File: config.mk
export PLATFORM = sky130hd
export DESIGN_NAME = id_pipe
export DESIGN_NICKNAME = d
export VERILOG_FILES = /design/src/rtl/id_pipe_pkg.sv /design/src/rtl/id_pipe_fwd_mux.sv /design/src/rtl/id_pipe.sv
export SDC_FILE = /design/constraint.sdc
export NUM_CORES = 1
export LEC_CHECK = 0
export BUFFER_PORTS_ARGS = -buffer_cell sky130_fd_sc_hd__buf_2
export CAP_MARGIN = 15
export CORE_AREA = 3 3 171 173
export DETAILED_ROUTE_END_ITERATION = 7
export DIE_AREA = 0 0 174 176
export GPL_TIMING_DRIVEN = 1
export PLACE_DENSITY = 0.7
export SYNTH_ARGS = -nofsm -noshare
export SYNTH_HDL_FRONTEND = slang
export SYNTH_SLANG_ARGS = --single-unit
File: constraint.sdc
create_clock -name clk -period 2.1 [get_ports clk]
set_input_delay 0.21 -clock clk [delete_from_list [all_inputs] [get_ports clk]]
set_output_delay 0.21 -clock clk [all_outputs]
set_load 0.02 [all_outputs]
File: src/rtl/id_pipe_pkg.sv
// Shared constants and types for the ID stage: MIPS-I opcode/funct encodings,
// ALU operation codes and the registered control bundle.
package id_pipe_pkg;

    localparam logic [5:0] EXE_SPECIAL = 6'h00;
    localparam logic [5:0] EXE_J       = 6'h02;
    localparam logic [5:0] EXE_JAL     = 6'h03;
    localparam logic [5:0] EXE_BEQ     = 6'h04;
    localparam logic [5:0] EXE_BNE     = 6'h05;
    localparam logic [5:0] EXE_ADDI    = 6'h08;
    localparam logic [5:0] EXE_ADDIU   = 6'h09;
    localparam logic [5:0] EXE_SLTI    = 6'h0A;
    localparam logic [5:0] EXE_ANDI    = 6'h0C;
    localparam logic [5:0] EXE_ORI     = 6'h0D;
    localparam logic [5:0] EXE_XORI    = 6'h0E;
    localparam logic [5:0] EXE_LUI     = 6'h0F;
    localparam logic [5:0] EXE_LW      = 6'h23;
    localparam logic [5:0] EXE_SW      = 6'h2B;

    // funct field values for opcode EXE_SPECIAL
    localparam logic [5:0] EXE_SLL  = 6'h00;
    localparam logic [5:0] EXE_SRL  = 6'h02;
    localparam logic [5:0] EXE_SRA  = 6'h03;
    localparam logic [5:0] EXE_ADD  = 6'h20;
    localparam logic [5:0] EXE_ADDU = 6'h21;
    localparam logic [5:0] EXE_SUB  = 6'h22;
    localparam logic [5:0] EXE_SUBU = 6'h23;
    localparam logic [5:0] EXE_AND  = 6'h24;
    localparam logic [5:0] EXE_OR   = 6'h25;
    localparam logic [5:0] EXE_XOR  = 6'h26;
    localparam logic [5:0] EXE_NOR  = 6'h27;
    localparam logic [5:0] EXE_SLT  = 6'h2A;

    localparam logic [3:0] ALU_ADD = 4'd0;
    localparam logic [3:0] ALU_SUB = 4'd1;
    localparam logic [3:0] ALU_AND = 4'd2;
    localparam logic [3:0] ALU_OR  = 4'd3;
    localparam logic [3:0] ALU_XOR = 4'd4;
    localparam logic [3:0] ALU_NOR = 4'd5;
    localparam logic [3:0] ALU_SLT = 4'd6;
    localparam logic [3:0] ALU_SLL = 4'd7;
    localparam logic [3:0] ALU_SRL = 4'd8;
    localparam logic [3:0] ALU_SRA = 4'd9;
    localparam logic [3:0] ALU_LUI = 4'd10;

    localparam logic [4:0] LINK_REG = 5'd31;

    typedef struct packed {
        logic [3:0] alu_op;
        logic [4:0] wb_addr;
        logic       alu_src;
        logic       reg_write;
        logic       mem_read;
        logic       mem_write;
        logic       mem_to_reg;
        logic       branch;
        logic       branch_ne;
        logic       jump;
        logic       link;
        logic       illegal;
    } ctrl_t;

endpackage

File: src/rtl/id_pipe_fwd_mux.sv
// Operand forwarding mux: register 0 reads as zero, otherwise the lowest-index
// matching forwarding source wins over the register-file value.
module id_fwd_mux #(
    parameter int FWD_SRCS = 2,
    parameter int XLEN     = 32
) (
    input  logic [4:0]               addr,
    input  logic [XLEN-1:0]          rf_data,
    input  logic [FWD_SRCS-1:0]      fwd_valid,
    input  logic [5*FWD_SRCS-1:0]    fwd_addr,
    input  logic [XLEN*FWD_SRCS-1:0] fwd_data,
    output logic [XLEN-1:0]          data
);

    logic [FWD_SRCS-1:0] match;

    for (genvar gi = 0; gi < FWD_SRCS; gi++) begin : g_match
        assign match[gi] = fwd_valid[gi] && (fwd_addr[gi*5 +: 5] == addr);
    end

    // Scan from the lowest-priority source down so index 0 is applied last.
    always_comb begin
        data = rf_data;
        for (int k = FWD_SRCS - 1; k >= 0; k--) begin
            if (match[k]) begin
                data = fwd_data[k*XLEN +: XLEN];
            end
        end
        if (addr == 5'd0) begin
            data = '0;
        end
    end

endmodule

File: src/rtl/id_pipe.sv
// Instruction-decode stage: combinational decode, forwarding and load-use
// detection feeding a single registered valid/ready output slot.
module id_pipe
    import id_pipe_pkg::*;
#(
    parameter int XLEN     = 32,
    parameter int FWD_SRCS = 2
) (
    input  logic                     clk,
    input  logic                     rstn,
    input  logic                     in_valid,
    output logic                     in_ready,
    input  logic [31:0]              in_inst,
    input  logic [XLEN-1:0]          in_pc,
    output logic [4:0]               rf_rs_addr,
    output logic [4:0]               rf_rt_addr,
    input  logic [XLEN-1:0]          rf_rs_data,
    input  logic [XLEN-1:0]          rf_rt_data,
    input  logic [FWD_SRCS-1:0]      fwd_valid,
    input  logic [5*FWD_SRCS-1:0]    fwd_addr,
    input  logic [XLEN*FWD_SRCS-1:0] fwd_data,
    input  logic                     ex_mem_read,
    input  logic [4:0]               ex_rt,
    input  logic                     flush,
    output logic                     out_valid,
    input  logic                     out_ready,
    output logic [31:0]              out_inst,
    output logic [XLEN-1:0]          out_pc,
    output logic [XLEN-1:0]          out_pc_plus_4,
    output logic [4:0]               out_rs,
    output logic [4:0]               out_rt,
    output logic [4:0]               out_wb_addr,
    output logic [XLEN-1:0]          out_rs_data,
    output logic [XLEN-1:0]          out_rt_data,
    output logic [XLEN-1:0]          out_ext_imm,
    output logic [3:0]               out_alu_op,
    output logic                     out_alu_src,
    output logic                     out_reg_write,
    output logic                     out_mem_read,
    output logic                     out_mem_write,
    output logic                     out_mem_to_reg,
    output logic                     out_branch,
    output logic                     out_branch_ne,
    output logic                     out_jump,
    output logic                     out_link,
    output logic                     out_illegal
);

    logic [5:0]  opcode;
    logic [5:0]  funct;
    logic [4:0]  rs, rt, rd;
    logic [15:0] imm;

    assign opcode = in_inst[31:26];
    assign rs     = in_inst[25:21];
    assign rt     = in_inst[20:16];
    assign rd     = in_inst[15:11];
    assign imm    = in_inst[15:0];
    assign funct  = in_inst[5:0];

    assign rf_rs_addr = rs;
    assign rf_rt_addr = rt;

    ctrl_t           ctrl_d, ctrl_q;
    logic [XLEN-1:0] imm_d, imm_q;
    logic            reads_rt;

    always_comb begin
        ctrl_d = '0;
        imm_d  = XLEN'($signed(imm));
        case (opcode)
            EXE_SPECIAL: begin
                ctrl_d.reg_write = 1'b1;
                ctrl_d.wb_addr   = rd;
                case (funct)
                    EXE_ADD, EXE_ADDU: ctrl_d.alu_op = ALU_ADD;
                    EXE_SUB, EXE_SUBU: ctrl_d.alu_op = ALU_SUB;
                    EXE_AND:           ctrl_d.alu_op = ALU_AND;
                    EXE_OR:            ctrl_d.alu_op = ALU_OR;
                    EXE_XOR:           ctrl_d.alu_op = ALU_XOR;
                    EXE_NOR:           ctrl_d.alu_op = ALU_NOR;
                    EXE_SLT:           ctrl_d.alu_op = ALU_SLT;
                    EXE_SLL:           ctrl_d.alu_op = ALU_SLL;
                    EXE_SRL:           ctrl_d.alu_op = ALU_SRL;
                    EXE_SRA:           ctrl_d.alu_op = ALU_SRA;
                    default:           ctrl_d.illegal = 1'b1;
                endcase
            end
            EXE_ADDI, EXE_ADDIU, EXE_SLTI, EXE_ANDI, EXE_ORI, EXE_XORI, EXE_LUI: begin
                ctrl_d.alu_src   = 1'b1;
                ctrl_d.reg_write = 1'b1;
                ctrl_d.wb_addr   = rt;
                case (opcode)
                    EXE_SLTI: ctrl_d.alu_op = ALU_SLT;
                    EXE_ANDI: begin ctrl_d.alu_op = ALU_AND; imm_d = XLEN'(imm); end
                    EXE_ORI:  begin ctrl_d.alu_op = ALU_OR;  imm_d = XLEN'(imm); end
                    EXE_XORI: begin ctrl_d.alu_op = ALU_XOR; imm_d = XLEN'(imm); end
                    EXE_LUI:  begin ctrl_d.alu_op = ALU_LUI; imm_d = XLEN'({imm, 16'h0000}); end
                    default:  ctrl_d.alu_op = ALU_ADD;
                endcase
            end
            EXE_LW: begin
                ctrl_d.alu_src    = 1'b1;
                ctrl_d.mem_read   = 1'b1;
                ctrl_d.mem_to_reg = 1'b1;
                ctrl_d.reg_write  = 1'b1;
                ctrl_d.wb_addr    = rt;
            end
            EXE_SW: begin
                ctrl_d.alu_src   = 1'b1;
                ctrl_d.mem_write = 1'b1;
                ctrl_d.wb_addr   = rt;
            end
            EXE_BEQ, EXE_BNE: begin
                ctrl_d.alu_op    = ALU_SUB;
                ctrl_d.branch    = 1'b1;
                ctrl_d.branch_ne = (opcode == EXE_BNE);
                ctrl_d.wb_addr   = rt;
            end
            EXE_J: ctrl_d.jump = 1'b1;
            EXE_JAL: begin
                ctrl_d.jump      = 1'b1;
                ctrl_d.link      = 1'b1;
                ctrl_d.reg_write = 1'b1;
                ctrl_d.wb_addr   = LINK_REG;
            end
            default: ctrl_d.illegal = 1'b1;
        endcase
        // An unknown encoding must not have any architectural side effect.
        if (ctrl_d.illegal) begin
            ctrl_d         = '0;
            ctrl_d.illegal = 1'b1;
        end
        if (ctrl_d.wb_addr == 5'd0) begin
            ctrl_d.reg_write = 1'b0;
        end
    end

    assign reads_rt = (opcode == EXE_SPECIAL) || (opcode == EXE_SW) ||
                      (opcode == EXE_BEQ) || (opcode == EXE_BNE);

    logic [XLEN-1:0] rs_data_d, rt_data_d;

    id_fwd_mux #(.FWD_SRCS(FWD_SRCS), .XLEN(XLEN)) u_fwd_rs (
        .addr      (rs),
        .rf_data   (rf_rs_data),
        .fwd_valid (fwd_valid),
        .fwd_addr  (fwd_addr),
        .fwd_data  (fwd_data),
        .data      (rs_data_d)
    );

    id_fwd_mux #(.FWD_SRCS(FWD_SRCS), .XLEN(XLEN)) u_fwd_rt (
        .addr      (rt),
        .rf_data   (rf_rt_data),
        .fwd_valid (fwd_valid),
        .fwd_addr  (fwd_addr),
        .fwd_data  (fwd_data),
        .data      (rt_data_d)
    );

    logic valid_q, valid_d;
    logic hazard, adv, load;

    assign hazard = in_valid && ex_mem_read && (ex_rt != 5'd0) &&
                    ((ex_rt == rs) || (reads_rt && (ex_rt == rt)));
    assign adv      = out_ready || !valid_q;
    assign in_ready = rstn && adv && !hazard && !flush;
    assign load     = in_ready && in_valid;

    // Flush wins over everything; a stalled slot keeps its contents.
    always_comb begin
        valid_d = valid_q;
        if (flush) begin
            valid_d = 1'b0;
        end else if (adv) begin
            valid_d = in_valid && !hazard;
        end
    end

    logic [31:0]     inst_q;
    logic [XLEN-1:0] pc_q, pc4_q, rs_data_q, rt_data_q;
    logic [4:0]      rs_q, rt_q;

    always_ff @(posedge clk) begin
        if (!rstn) begin
            valid_q   <= 1'b0;
            inst_q    <= '0;
            pc_q      <= '0;
            pc4_q     <= '0;
            rs_q      <= '0;
            rt_q      <= '0;
            rs_data_q <= '0;
            rt_data_q <= '0;
            imm_q     <= '0;
            ctrl_q    <= '0;
        end else begin
            valid_q <= valid_d;
            if (load) begin
                inst_q    <= in_inst;
                pc_q      <= in_pc;
                pc4_q     <= in_pc + XLEN'(4);
                rs_q      <= rs;
                rt_q      <= rt;
                rs_data_q <= rs_data_d;
                rt_data_q <= rt_data_d;
                imm_q     <= imm_d;
                ctrl_q    <= ctrl_d;
            end
        end
    end

    assign out_valid      = valid_q;
    assign out_inst       = inst_q;
    assign out_pc         = pc_q;
    assign out_pc_plus_4  = pc4_q;
    assign out_rs         = rs_q;
    assign out_rt         = rt_q;
    assign out_wb_addr    = ctrl_q.wb_addr;
    assign out_rs_data    = rs_data_q;
    assign out_rt_data    = rt_data_q;
    assign out_ext_imm    = imm_q;
    assign out_alu_op     = ctrl_q.alu_op;
    assign out_alu_src    = ctrl_q.alu_src;
    assign out_reg_write  = ctrl_q.reg_write;
    assign out_mem_read   = ctrl_q.mem_read;
    assign out_mem_write  = ctrl_q.mem_write;
    assign out_mem_to_reg = ctrl_q.mem_to_reg;
    assign out_branch     = ctrl_q.branch;
    assign out_branch_ne  = ctrl_q.branch_ne;
    assign out_jump       = ctrl_q.jump;
    assign out_link       = ctrl_q.link;
    assign out_illegal    = ctrl_q.illegal;

endmodule
# == Word-level counts from Yosys, hierarchy flattened ==
# Index checks and enable logic that the tools add are counted.
# op_classes
n_addsub,1
eq_ne,30
muxes,23
n_bitwise,1
n_reduce_logical,38
# ops
operator,n
32-bit two-way mux,7
6-bit equality test (second input constant),11
32-bit case mux with 2 select lines,1
6-bit by 4-bit equality test with 1-bit output (second input constant),7
4-bit case mux with 9 select lines,1
32-bit by 3-bit adder with 32-bit output (second input constant),1
5-bit equality test,6
6-bit by 2-bit equality test with 1-bit output (second input constant),4
4-bit case mux with 5 select lines,1
19-bit two-way mux,1
5-bit logical NOT,3
5-bit case mux with 3 select lines,1
1-bit logical AND,13
13-bit OR reduction,1
6-bit by 3-bit equality test with 1-bit output (second input constant),2
6-bit logical NOT,2
4-bit case mux with 3 select lines,1
12-bit OR reduction,1
11-bit OR reduction,1
10-bit OR reduction,1
9-bit OR reduction,1
1-bit two-way mux,8
2-bit OR reduction,4
7-bit OR reduction,1
other kinds (7),13
# word_totals
regBits,222
input_bits,215
out_inout_bits,233
elab_cells,114

# == Depth between registers and ports, before layout ==
# Gate-level depths: netlist of the first run.
# depth
ltp_word,11
ltp_mapped,10

# == Modules after synthesis ==
# From an unflattened synthesis of the first run, not the netlist that was laid out.
# unflattened
hier_cells,1462
hier_area_um2,11989.0
# modules_own_cells
mod,instances,cells_each,area_each_um2,seq_area_each_um2
id_pipe,1,1070,9486.6,4184.0
id_fwd_mux,2,196,1251.2,0.0

# == Least setup slack after synthesis of the first run ==
# Ideal clock, no wire load.
# synth_path
path_type,input-to-reg
start,in in_inst[26]
end,"reg rs_data_q[0], in the netlist out_rs_data[0]"
setup_ns,0.117
arrival_time_ns,2.052
t_required_ns,1.983
setup_slack_ns,-0.069
path_stages,8
path_buffers,2
cell_sequence,nor2b_1 > or4_1 > a2111oi_4 > o31a_1 > buf_4 > a21oi_1 > buf_2 > a22o_1
# synth_between
elab_chain_cells,11
elab_cells_between_ends,14
classes_between,3 x eq/ne; 11 x reduce/logical
# synth_rtl
item,line_no,text
"start, declared",id_pipe.sv:13,"input logic [31:0] in_inst,"
6-bit equality test / 6-bit logical NOT (equally long branches),id_pipe.sv:139,assign reads_rt = (opcode == EXE_SPECIAL) || (opcode == EXE_SW) ||
1-bit logical OR (2 in a row),id_pipe.sv:139,
1-bit logical OR *,id_pipe.sv:140,(opcode == EXE_BEQ) || (opcode == EXE_BNE);
1-bit logical AND *,id_pipe.sv:166,((ex_rt == rs) || (reads_rt && (ex_rt == rt)));
1-bit logical OR *,id_pipe.sv:166,
1-bit logical AND *,id_pipe.sv:165,assign hazard = in_valid && ex_mem_read && (ex_rt != 5'd0) &&
1-bit logical NOT *,id_pipe.sv:168,assign in_ready = rstn && adv && !hazard && !flush;
1-bit logical AND * (2 in a row),id_pipe.sv:168,
1-bit logical AND *,id_pipe.sv:169,assign load = in_ready && in_valid;
"end signal, assigned",id_pipe.sv:205,rs_data_q <= rs_data_d;
"end, declared",id_pipe.sv:182,"logic [XLEN-1:0] pc_q, pc4_q, rs_data_q, rt_data_q;"
# Mark *: on every way between the ends. The rest lies on a longest branch, timed or not.
# A chain may end at the register's enable or synchronous reset.

# == Worst setup path in the final report of the first run ==
# layout_path
start,in ex_rt[1]
end,out in_ready
# layout_between
elab_chain_cells,7
elab_cells_between_ends,10
classes_between,2 x eq/ne; 8 x reduce/logical
# layout_rtl
item,line_no,text
"start, declared",id_pipe.sv:23,"input logic [4:0] ex_rt,"
5-bit equality test,id_pipe.sv:166,
1-bit logical AND,id_pipe.sv:166,
1-bit logical OR,id_pipe.sv:166,
1-bit logical AND *,id_pipe.sv:165,
1-bit logical NOT *,id_pipe.sv:168,
1-bit logical AND * (2 in a row),id_pipe.sv:168,
"end, declared",id_pipe.sv:12,"output logic in_ready,"
# Marks and branches as above.

==> run summary, run 1 <==
Fin area: 0.0144 mm^2
Clock sinks: 209
Mapped Cells: 1221
Setup_tns: 0 ps
Routability Congestion: 0.953
# rows: 61
Critical path required time: 1890 ps
Clk Latency, worst-skew pair: 510 ps
Pwr Total: 11100 uW
Synth Area in Adders: 0.00126
Fmax: 0.497 GHz
First-iteration detailed-routing DRC count: 672
Largest net degree at the start of global routing: 72
Largest area contributor in the netlist: dfxtp_1
Mean Syn Cell Area: 8.14 um^2
CTS Buf Count: 24
CP Launch Type: input pin
Global-route wire length before repair: 60500 um
Initial antenna violation count: 7
Vias in the first global route: 10700
MaxCap Viol Count: 0
Number of synthesized flops with an enable pin: 0
Max_slew headroom: 0.352
DRT Pass-1 Iters: 5
Sequential share of power: 0.402
Remaining DRCs: 0
Die H: 176 um
Async set or reset register ratio after synthesis: 0
Buf/Inv on CP: 5
Initial Utilization: 0.358
Peak VDD IR: 529 uV
I/O Pins: 448
DP Area: 0.0129 mm^2
Area grow syn2layout: 44.5%
Slew Limit Fails: 0
Fillers: 2637
Final Worst Setup Slack: 88.5 ps
Crit path max fanout: 2
Status: finished, final reports clean
Comb pwr share: 0.205
Pre-CTS WS: -520 ps
Psw: 3230 uW
Main area contributors after synthesis: dfxtp_1 (42%), nand2_1 (9.8%), nand3_1 (6.6%)
Final WL: 40300 um
Routed WL per cell: 19.2 um
Mux cell area share after synthesis: 0.0654
CTS root buf: clkbuf_16
Clk pwr share: 0.393
Syn. warnings: 0
Mapped cell area: 0.00994 mm^2
RSZ-0062 raised after global routing: false
Hold slack: 21.0 ps
Die area: 0.0306 mm^2
Crit end category: output pin
Clk_skew: 17.5 ps
Core area: 0.0278 mm^2
Switch share: 0.292
PortBufs: 447
Final Hold Fails: 0
Final setup violation count: 0
CTS max path bufs: 3
Worst EP arrival: 1800 ps
Synth top area share: 0.421
Fin crit share: 0.958
Most common cell in the netlist: nand2_1
CP Cell Sequence: buf_6 -> buf_6 -> xnor2_2 -> nand4_1 -> buf_4 -> a2111oi_4 -> buf_4 -> o21ai_4 -> and3_4 -> buf_6
Grt ovf: 0
CP max stage delay: 330 ps
Critical path's top delay family: buffers and inverters
CP max stage cell: a2111oi_4
Seq/Total Area, Yosys: 0.421
Synth Area in Compound Gates: 0.185
Crit path time final: 2010 ps
TritonCTS clock tree: yes
Layout Nets: 1912
Pleak: 0.00693 uW
Post-synth top cells: nand2_1 (260), dfxtp_1 (209), nand3_1 (131), o21ai_0 (108), mux2i_1 (65)
Main combinational cell family by area after synthesis: simple AND/OR/NAND/NOR gates
Register bit total from synthesis: 209
Worst slew pin tran: 965 ps
Clock transition at path regs: 60 ps
XOR/XNOR Fraction of Synth Area: 0.0520
Pint: 7820 uW
Pwr Density: 770 mW/mm^2
Most common flop cell mapped by yosys: dfxtp_1
Dpl hpwl: 29600 um
Top cell by count, worst path: buf_6
Synth unique cells: 50
DR vias: 11000
ANT nets after route: 0
Simple-gate share of the synthesized area: 0.210
Total GRT Usage: 0.245
Via density: 5.25
Die width: 174 um
Share of post-route cells with drive strength above 1: 0.347
Type of the worst min-delay path: in2reg
Syn Nets: 1437
Setup CP Type: in2out
H-tree depth: 1
-- cells by family after synthesis --
logic type	after synthesis
multiplexers	65
XOR/XNOR	59
flip-flops	209
AO/OA/AOI/OAI	284
adder cells (fa/ha/maj)	1
buffers and inverters	132
AND/OR/NAND/NOR	471
-- registers in the layout, summed over array words and instances (netlist names), 4 cells and up --
register	flops
out_alu_op	4
out_ext_imm	32
out_inst	32
out_pc	32
out_pc_plus_4	30
out_rs_data	32
out_rt_data	32
out_wb_addr	5
-- metrics by stage --
stage / instances / util
after global placement: 1998 / 0.463
final: 2098 / 0.517
after detailed placement: 1998 / 0.463
after CTS: 2091 / 0.513
after floorplan: 1221 / -
after global routing: 2097 / 0.517
-- area by class of cell --
cell class	instances	area, um^2	share of cell area
inverters	4	15.0	0.00105
multi-input cells	881	5240	0.365
diodes	6	15.0	0.00105
repair buffers	576	3600	0.251
well taps	378	473	0.0329
clock buffers	35	733	0.0510
clock inverters	9	104	0.00723
flip-flops and latches	209	4180	0.291
-- power by group through the flow --
stage | Combinational (uW) | Clock (uW) | Sequential, uW
floorplan | 833 | 0 | 4880
global placement | 2120 | 0 | 4520
detailed placement | 2140 | 0 | 4520
CTS | 2240 | 4430 | 4440
global route | 2430 | 4620 | 4480
finish | 2270 | 4340 | 4440
-- path summary, 6_finish.rpt --
path,start,end,slack [ps],cells after the start
hold reg to reg,out_pc[29],out_pc[29],450,2
setup reg to reg,out_valid,out_ext_imm[12],180,7
hold / removal,in_inst[2],out_inst[2],20,3
setup / recovery,ex_rt[1],in_ready,90,10
-- cell usage in the layout (no fill, tap or decap), types with 4 or more instances in the layout --
master         instances
clkbuf_8               7
a21o_1                15
nand4_1               10
clkinv_2               4
nand3_1              129
diode_2                6
buf_4                 65
dlygate4sd3_1         45
o31ai_1                9
nor2_1                20
o21ai_1               13
buf_12                15
nor3_1                 9
and3_1                 6
nor2b_1                5
a211oi_1               5
mux2i_1               65
a21oi_1               44
nor4_1                 7
xnor2_1               16
clkbuf_16             25
a22o_1                64
o2bb2ai_1              5
buf_6                  6
buf_2                442
o21ai_0              107
dfxtp_1              209
nand2_1              260
xor2_1                41
-- what timing repair did --
action                                  4_1_cts  5_1_grt
resized for setup                            12       15
pin swaps                                     4        7
gates cloned                                  1        1
endpoints found under the setup margin        3      189
buffers inserted                              3        1
hold endpoints to repair                     51        0
hold buffers                                 45        0
-- tightest hold or removal path: stages --
cell,delay (ps)
buf_2,160
nand2_1,70
nand2_1,40
-- layer usage --
| layer | routed length, um | track usage | share of wire |
|---|---|---|---|
| met1 | 16000 | 0.295 | 0.40 |
| met2 | 19800 | 0.431 | 0.49 |
| met3 | 2800 | 0.0458 | 0.069 |
| met4 | 1730 | 0.102 | 0.043 |
| met5 | 8 | 0 | 0.00020 |
No activity file was read; power rests on OpenSTA's default activity.
==> inputs of run 2 (changes only) <==
- CORE_AREA: 3 3 171 173 -> 3 3 174 176
- CTS_BUF_LIST: not set -> sky130_fd_sc_hd__clkbuf_8
- DIE_AREA: 0 0 174 176 -> 0 0 177 179
- PLACE_DENSITY: 0.7 -> 0.69
==> run summary, run 2 (synthesized netlist as in run 1, its figures left out) <==
Multi-input gate area: 0.00522 mm^2 (-0.36%)
Layout Cells excl Fill: 2132 (+1.6%)
CTS max path bufs: 3 (unchanged)
Worst slew pin tran: 1010 ps (+49.1 ps)
R2R Setup Slk: 40 ps (-140 ps)
RSZ-0062 raised after global routing: true
ANT nets after route: 0 (unchanged)
Via density: 5.18 (-1.3%)
Hold slack: 33.4 ps (+12.3 ps)
DRT Pass-1 Iters: 7 (+2)
Setup CP Type: reg2reg
Reg-to-Reg End: out_rt_data[29]
Max_slew headroom: 0.324 (-0.0278)
CP Cell Sequence: nand2b_1 -> nand3_1 -> or2_1 -> o31a_2 -> a21oi_2 -> a22o_1
Fillers: 2778 (+5.3%)
Final core utilization: 0.496 (-0.0213)
Grt ovf: 0 (unchanged)
CP max stage cell: a21oi_2
Peak VDD IR: 435 uV (-18%)
Most common cell after layout, fill and taps aside: buf_2
Routability Congestion: 0.919 (-3.6%)
Crit path max fanout: 16 (+14)
Die width: 177 um (+1.7%)
CTS root buf: clkbuf_8
Initial antenna violation count: 8 (+1)
Routed WL per cell: 19.1 um (-0.74%)
Die area: 0.0317 mm^2 (+3.5%)
Critical path's top delay family: compound AO/OA/AOI/OAI gates
Commonest cells after routing, fill and taps aside: buf_2 (444), nand2_1 (260), dfxtp_1 (209), nand3_1 (129), o21ai_0 (107)
Remaining DRCs: 0 (unchanged)
Fmax: 0.486 GHz (-2.2%)
Hold depth: 4 (+1)
Total GRT Usage: 0.239 (-0.00628)
Placed insts: 2006 (+0.40%)
Pleak: 0.00695 uW (+0.22%)
CP Launch Point: out_valid
Initial Utilization: 0.345 (-0.0124)
Clock transition at path regs: 60 ps (about the same)
Largest net degree at the start of global routing: 59 (-18%)
# rows: 62 (+1.6%)
Vias in the first global route: 10800 (+1.2%)
Fin crit share: 0.980 (+0.0216)
Final setup violation count: 0 (unchanged)
Layout Nets: 1936 (+1.3%)
Die H: 179 um (+1.7%)
Clock sinks: 209 (unchanged)
R2R Path Start: out_valid
Status: finished, final reports clean
CTS Buf Count: 37 (+54%)
Final Hold Fails: 0 (unchanged)
Buf/Inv on CP: 0 (-5)
M2 GR Usage: 0.418 (-0.0137)
Setup_tns: 0 ps (unchanged)
Worst R2R Path Depth: 6 (-1)
Clk Latency, worst-skew pair: 520 ps (about the same)
CP Launch Type: register
Final WL: 40600 um (+0.86%)
Met3 Use GR: 0.0525 (+0.00671)
GR peak layer: met2
Hold Crit Start: fwd_data[14]
Met1 Usage GRT: 0.280 (-0.0148)
MaxCap Viol Count: 0 (unchanged)
Endpoint, Worst Hold: out_rs_data[14]
Area grow syn2layout: 43.5%
Crit end category: register
Pwr Total: 10300 uW (-6.6%)
TritonCTS clock tree: yes
Type of the worst min-delay path: in2reg
Clk_skew: 15.9 ps (-1.66 ps)
Slew Limit Fails: 0 (unchanged)
Worst EP arrival: 2510 ps (+710 ps)
I/O Pins: 448 (unchanged)
DR vias: 11100 (+0.28%)
Seq. cell area: 0.00418 mm^2 (unchanged)
H-tree depth: 2 (+1)
Pwr Density: 723 mW/mm^2 (-6.0%)
Critical path required time: 2550 ps (+660 ps)
First-iteration detailed-routing DRC count: 505 (-25%)
Share of post-route cells with drive strength above 1: 0.343 (-0.00347)
PortBufs: 447 (unchanged)
Core area: 0.0288 mm^2 (+3.6%)
Global-route wire length before repair: 59900 um (-1.1%)
CP max stage delay: 750 ps (+420 ps)
Crit path time final: 2060 ps (+45.5 ps)
Dpl hpwl: 29900 um (+1.2%)
==> run 2: cell count changes in the layout (fill, tap and decap cells not counted), moves of 2 or more <==
| cell | before | now |
|---|---|---|
| buf_6 | 6 | 3 |
| clkbuf_1 | 3 | 0 |
| inv_1 | 3 | 19 |
| buf_16 | 3 | 0 |
| buf_12 | 15 | 17 |
| dlygate4sd3_1 | 45 | 56 |
| buf_2 | 442 | 444 |
| clkbuf_8 | 7 | 42 |
| clkinv_2 | 4 | 1 |
| clkbuf_16 | 25 | 0 |
==> run 2: stage by stage <==
| stage | setup WS (ps) | area (um^2) |
|---|---|---|
| final | 43.0 | 14300 |
| after global routing | -42.0 | 14300 |
| after CTS | -14.5 | 14200 |
| after detailed placement | -397 | 12900 |
| after global placement | -372 | 12900 |
| after floorplan | 4.07 | 9940 |
==> run 2: worst max-delay path by stage <==
stage          slack (ps)  cells past startpoint              end
2_1_floorplan           4                      8   out_rs_data[0]
3_3_place_gp         -370                      9  out_rs_data[30]
3_5_place_dp         -400                      9  out_rs_data[14]
4_1_cts               -10                      8         in_ready
5_1_grt               -40                     10         in_ready
6_report               40                      6  out_rt_data[29]
==> run 2: metal layers <==
layer	wire length, um	part of all wire
met5	11	0.00027
met4	1600	0.039
met3	3500	0.086
met2	20100	0.50
met1	15400	0.38
==> run 2: final cells by class <==
| class | count | share of cell area |
|---|---|---|
| Tap cell | 384 | 0.0337 |
| Sequential cell | 209 | 0.293 |
| Clock buffer | 42 | 0.0405 |
| Timing Repair Buffer | 587 | 0.257 |
| Multi-Input combinational cell | 881 | 0.366 |
| Clock inverter | 20 | 0.00772 |
| Inverter | 4 | 0.00105 |
| Antenna cell | 5 | 0.000877 |
==> run 2: worst min-delay path: cells and delay by family <==
kind	cells	cell delay [ps]
simple gates	1	40
compound gates	2	170
buf+inv	1	90
==> run 2: power by group <==
group | internal (uW) | switching (uW) | total [uW]
clock network | 1940 | 1670 | 3600
logic | 886 | 1390 | 2270
registers | 4270 | 172 | 4450
==> run 2: repair_timing <==
action / 4_1_cts / 5_1_grt
hold endpoints to repair: 66 / 0
buffers inserted: 2 / 0
gates resized for setup: 10 / 8
pin swaps: 4 / 4
hold buffers: 56 / 0
setup endpoints to repair: 1 / 37
gates cloned: 0 / 1
==> inputs of run 3 (changes only) <==
- PLACE_DENSITY: 0.69 -> 0.76
- SYNTH_HIERARCHICAL: not set -> 1
==> run summary, run 3 <==
Status: finished, final reports clean
Fmax: 0.510 GHz (+4.8%)
Via density: 5.49 (+6.0%)
Pleak: 0.00847 uW (+22%)
# rows: 62 (unchanged)
Global-route wire length before repair: 69400 um (+16%)
Total GRT Usage: 0.278 (+0.0388)
Seq/Total Area, Yosys: 0.349 (-0.0719)
Max_slew headroom: 0.331 (+0.00661)
Post-synth top cells: nand2_1 (245), dfxtp_1 (209), mux2i_1 (208), inv_1 (128), clkbuf_1 (89)
Slew Limit Fails: 0 (unchanged)
Setup CP Type: in2reg
Vias in the first global route: 12500 (+16%)
CP max stage delay: 540 ps (-210 ps)
Fillers: 2620 (-5.7%)
Synth top area share: 0.349 (-0.0719)
Mapped Cells: 1462 (+20%)
Syn. warnings: 6 (+6)
Syn Nets: 1678 (+17%)
I/O Pins: 448 (unchanged)
Die width: 177 um (unchanged)
Initial antenna violation count: 15 (+7)
CTS Buf Count: 37 (unchanged)
Number of synthesized flops with an enable pin: 0 (unchanged)
First-iteration detailed-routing DRC count: 852 (+69%)
Final core utilization: 0.558 (+0.0625)
RSZ-0062 raised after global routing: false
H-tree depth: 2 (unchanged)
Most common cell in the netlist: nand2_1
ANT nets after route: 0 (unchanged)
Async set or reset register ratio after synthesis: 0 (unchanged)
Largest area contributor in the netlist: dfxtp_1
Largest net degree at the start of global routing: 222 (+280%)
Mapped cell area: 0.0120 mm^2 (+21%)
Clock transition at path regs: 60 ps (about the same)
Final setup violation count: 0 (unchanged)
Remaining DRCs: 0 (unchanged)
CP Launch Type: input pin
Core area: 0.0288 mm^2 (unchanged)
Share of post-route cells with drive strength above 1: 0.313 (-0.0298)
Clock sinks: 209 (unchanged)
Dpl hpwl: 34600 um (+16%)
CTS root buf: clkbuf_8
Critical path required time: 2550 ps (about the same)
Mean Syn Cell Area: 8.20 um^2 (+0.71%)
Most common cell after layout, fill and taps aside: buf_2
CP Cell Sequence: dlygate4sd3_1 -> buf_2 -> xnor2_1 -> and4_1 -> buf_12 -> nand4_1 -> a311oi_1 -> inv_1 -> mux2i_1
Worst slew pin tran: 1000 ps (-9.92 ps)
CP max stage cell: dlygate4sd3_1
Initial Utilization: 0.417 (+0.0711)
Routed WL per cell: 20.0 um (+4.7%)
Clk Latency, worst-skew pair: 520 ps (about the same)
Crit end category: register
Die area: 0.0317 mm^2 (unchanged)
Area grow syn2layout: 34.0%
Layout Nets: 2136 (+10%)
Worst EP arrival: 2410 ps (-100 ps)
Crit path max fanout: 14 (-2)
Most common flop cell mapped by yosys: dfxtp_1
DR vias: 12800 (+16%)
Pwr Density: 639 mW/mm^2 (-12%)
Clk_skew: 9.17 ps (-6.71 ps)
TritonCTS clock tree: yes
MaxCap Viol Count: 0 (unchanged)
Type of the worst min-delay path: in2reg
Register bit total from synthesis: 209 (unchanged)
Crit path time final: 1960 ps (-94.6 ps)
Die H: 179 um (unchanged)
Setup_tns: 0 ps (unchanged)
Routability Congestion: 0.922 (+0.34%)
Grt ovf: 0 (unchanged)
DRT Pass-1 Iters: 5 (-2)
Final WL: 46600 um (+15%)
Synth unique cells: 52 (+4.0%)
Fin crit share: 0.934 (-0.0450)
Final Hold Fails: 0 (unchanged)
CTS max path bufs: 3 (unchanged)
Peak VDD IR: 373 uV (-14%)
PortBufs: 447 (unchanged)
Commonest cells after routing, fill and taps aside: buf_2 (446), nand2_1 (243), dfxtp_1 (209), mux2i_1 (208), inv_1 (142)
Main area contributors after synthesis: dfxtp_1 (35%), mux2i_1 (17%), nand2_1 (7.7%)
[run 3: kinds of logic (layout without fill, tap and decap cells)]
family,after synthesis,count (layout),synth area share
other,0,6,0
buffers and inverters,279,761,0.107
AOI/OAI and AO/OA,232,232,0.143
muxes,209,209,0.175
and+or+nand+nor,473,473,0.181
DFF,209,209,0.349
xor gates and xnor gates,59,59,0.0444
adders and majority gates,1,1,0.00104
[run 3: cell type report]
| class | count | area, um^2 | area share |
|---|---|---|---|
| antenna | 6 | 15.0 | 0.000935 |
| clock buffer | 45 | 619 | 0.0386 |
| clock inverter | 18 | 83.8 | 0.00522 |
| inverter | 128 | 480 | 0.0299 |
| multi-input combinational | 974 | 6590 | 0.410 |
| sequential | 209 | 4180 | 0.260 |
| tap | 384 | 480 | 0.0299 |
| timing repair buffer | 570 | 3610 | 0.225 |
[run 3: power breakdown]
group | switching, uW | internal (uW) | leakage [uW]
clock | 1680 | 1940 | 0.000408
sequential | 118 | 4190 | 0.00171
combinational | 1420 | 916 | 0.00635
[run 3: repair_timing]
item	in CTS	in global routing
buffers inserted	0	0
resized for setup	0	3
hold buffers	47	0
setup endpoints to repair	0	1
hold endpoints to repair	63	0
[run 3: metal layers]
layer,up-vias,GRT usage,wire length (um)
met4,20,0.126,2300
li1,5968,-,-
met1,5968,0.294,16500
met3,165,0.0807,4480
met2,703,0.510,23200
met5,-,0,126
[run 3: metrics by stage]
step	power (uW)	instance area, um^2	worst slack [ps]	hold slack (ps)	instances
finish	10300	16100	138	41.7	2334
CTS	10300	16000	82.2	2.18	2328
floorplan	5680	12000	234	342	1462
global route	10700	16100	50.4	13.6	2332
detailed placement	6620	14900	8.67	448	2218
global placement	6580	14900	77.7	440	2218
[run 3: critical path, delay by kind of cell]
kind                   cells  cell delay (ps)
AO/OA/AOI/OAI              1              480
XOR/XNOR                   1              220
buffers and inverters      4              950
multiplexers               1              120
AND/OR/NAND/NOR            2              410
[run 3: final timing paths]
check	from	endpoint	slack (ps)	depth (start not counted)
max	in_inst[22]	out_rs_data[4]	140	9
min	in_inst[5]	out_ext_imm[5]	40	3
max reg2reg	out_valid	out_rs_data[23]	410	7
min reg2reg	out_rs_data[2]	out_rs_data[2]	450	2
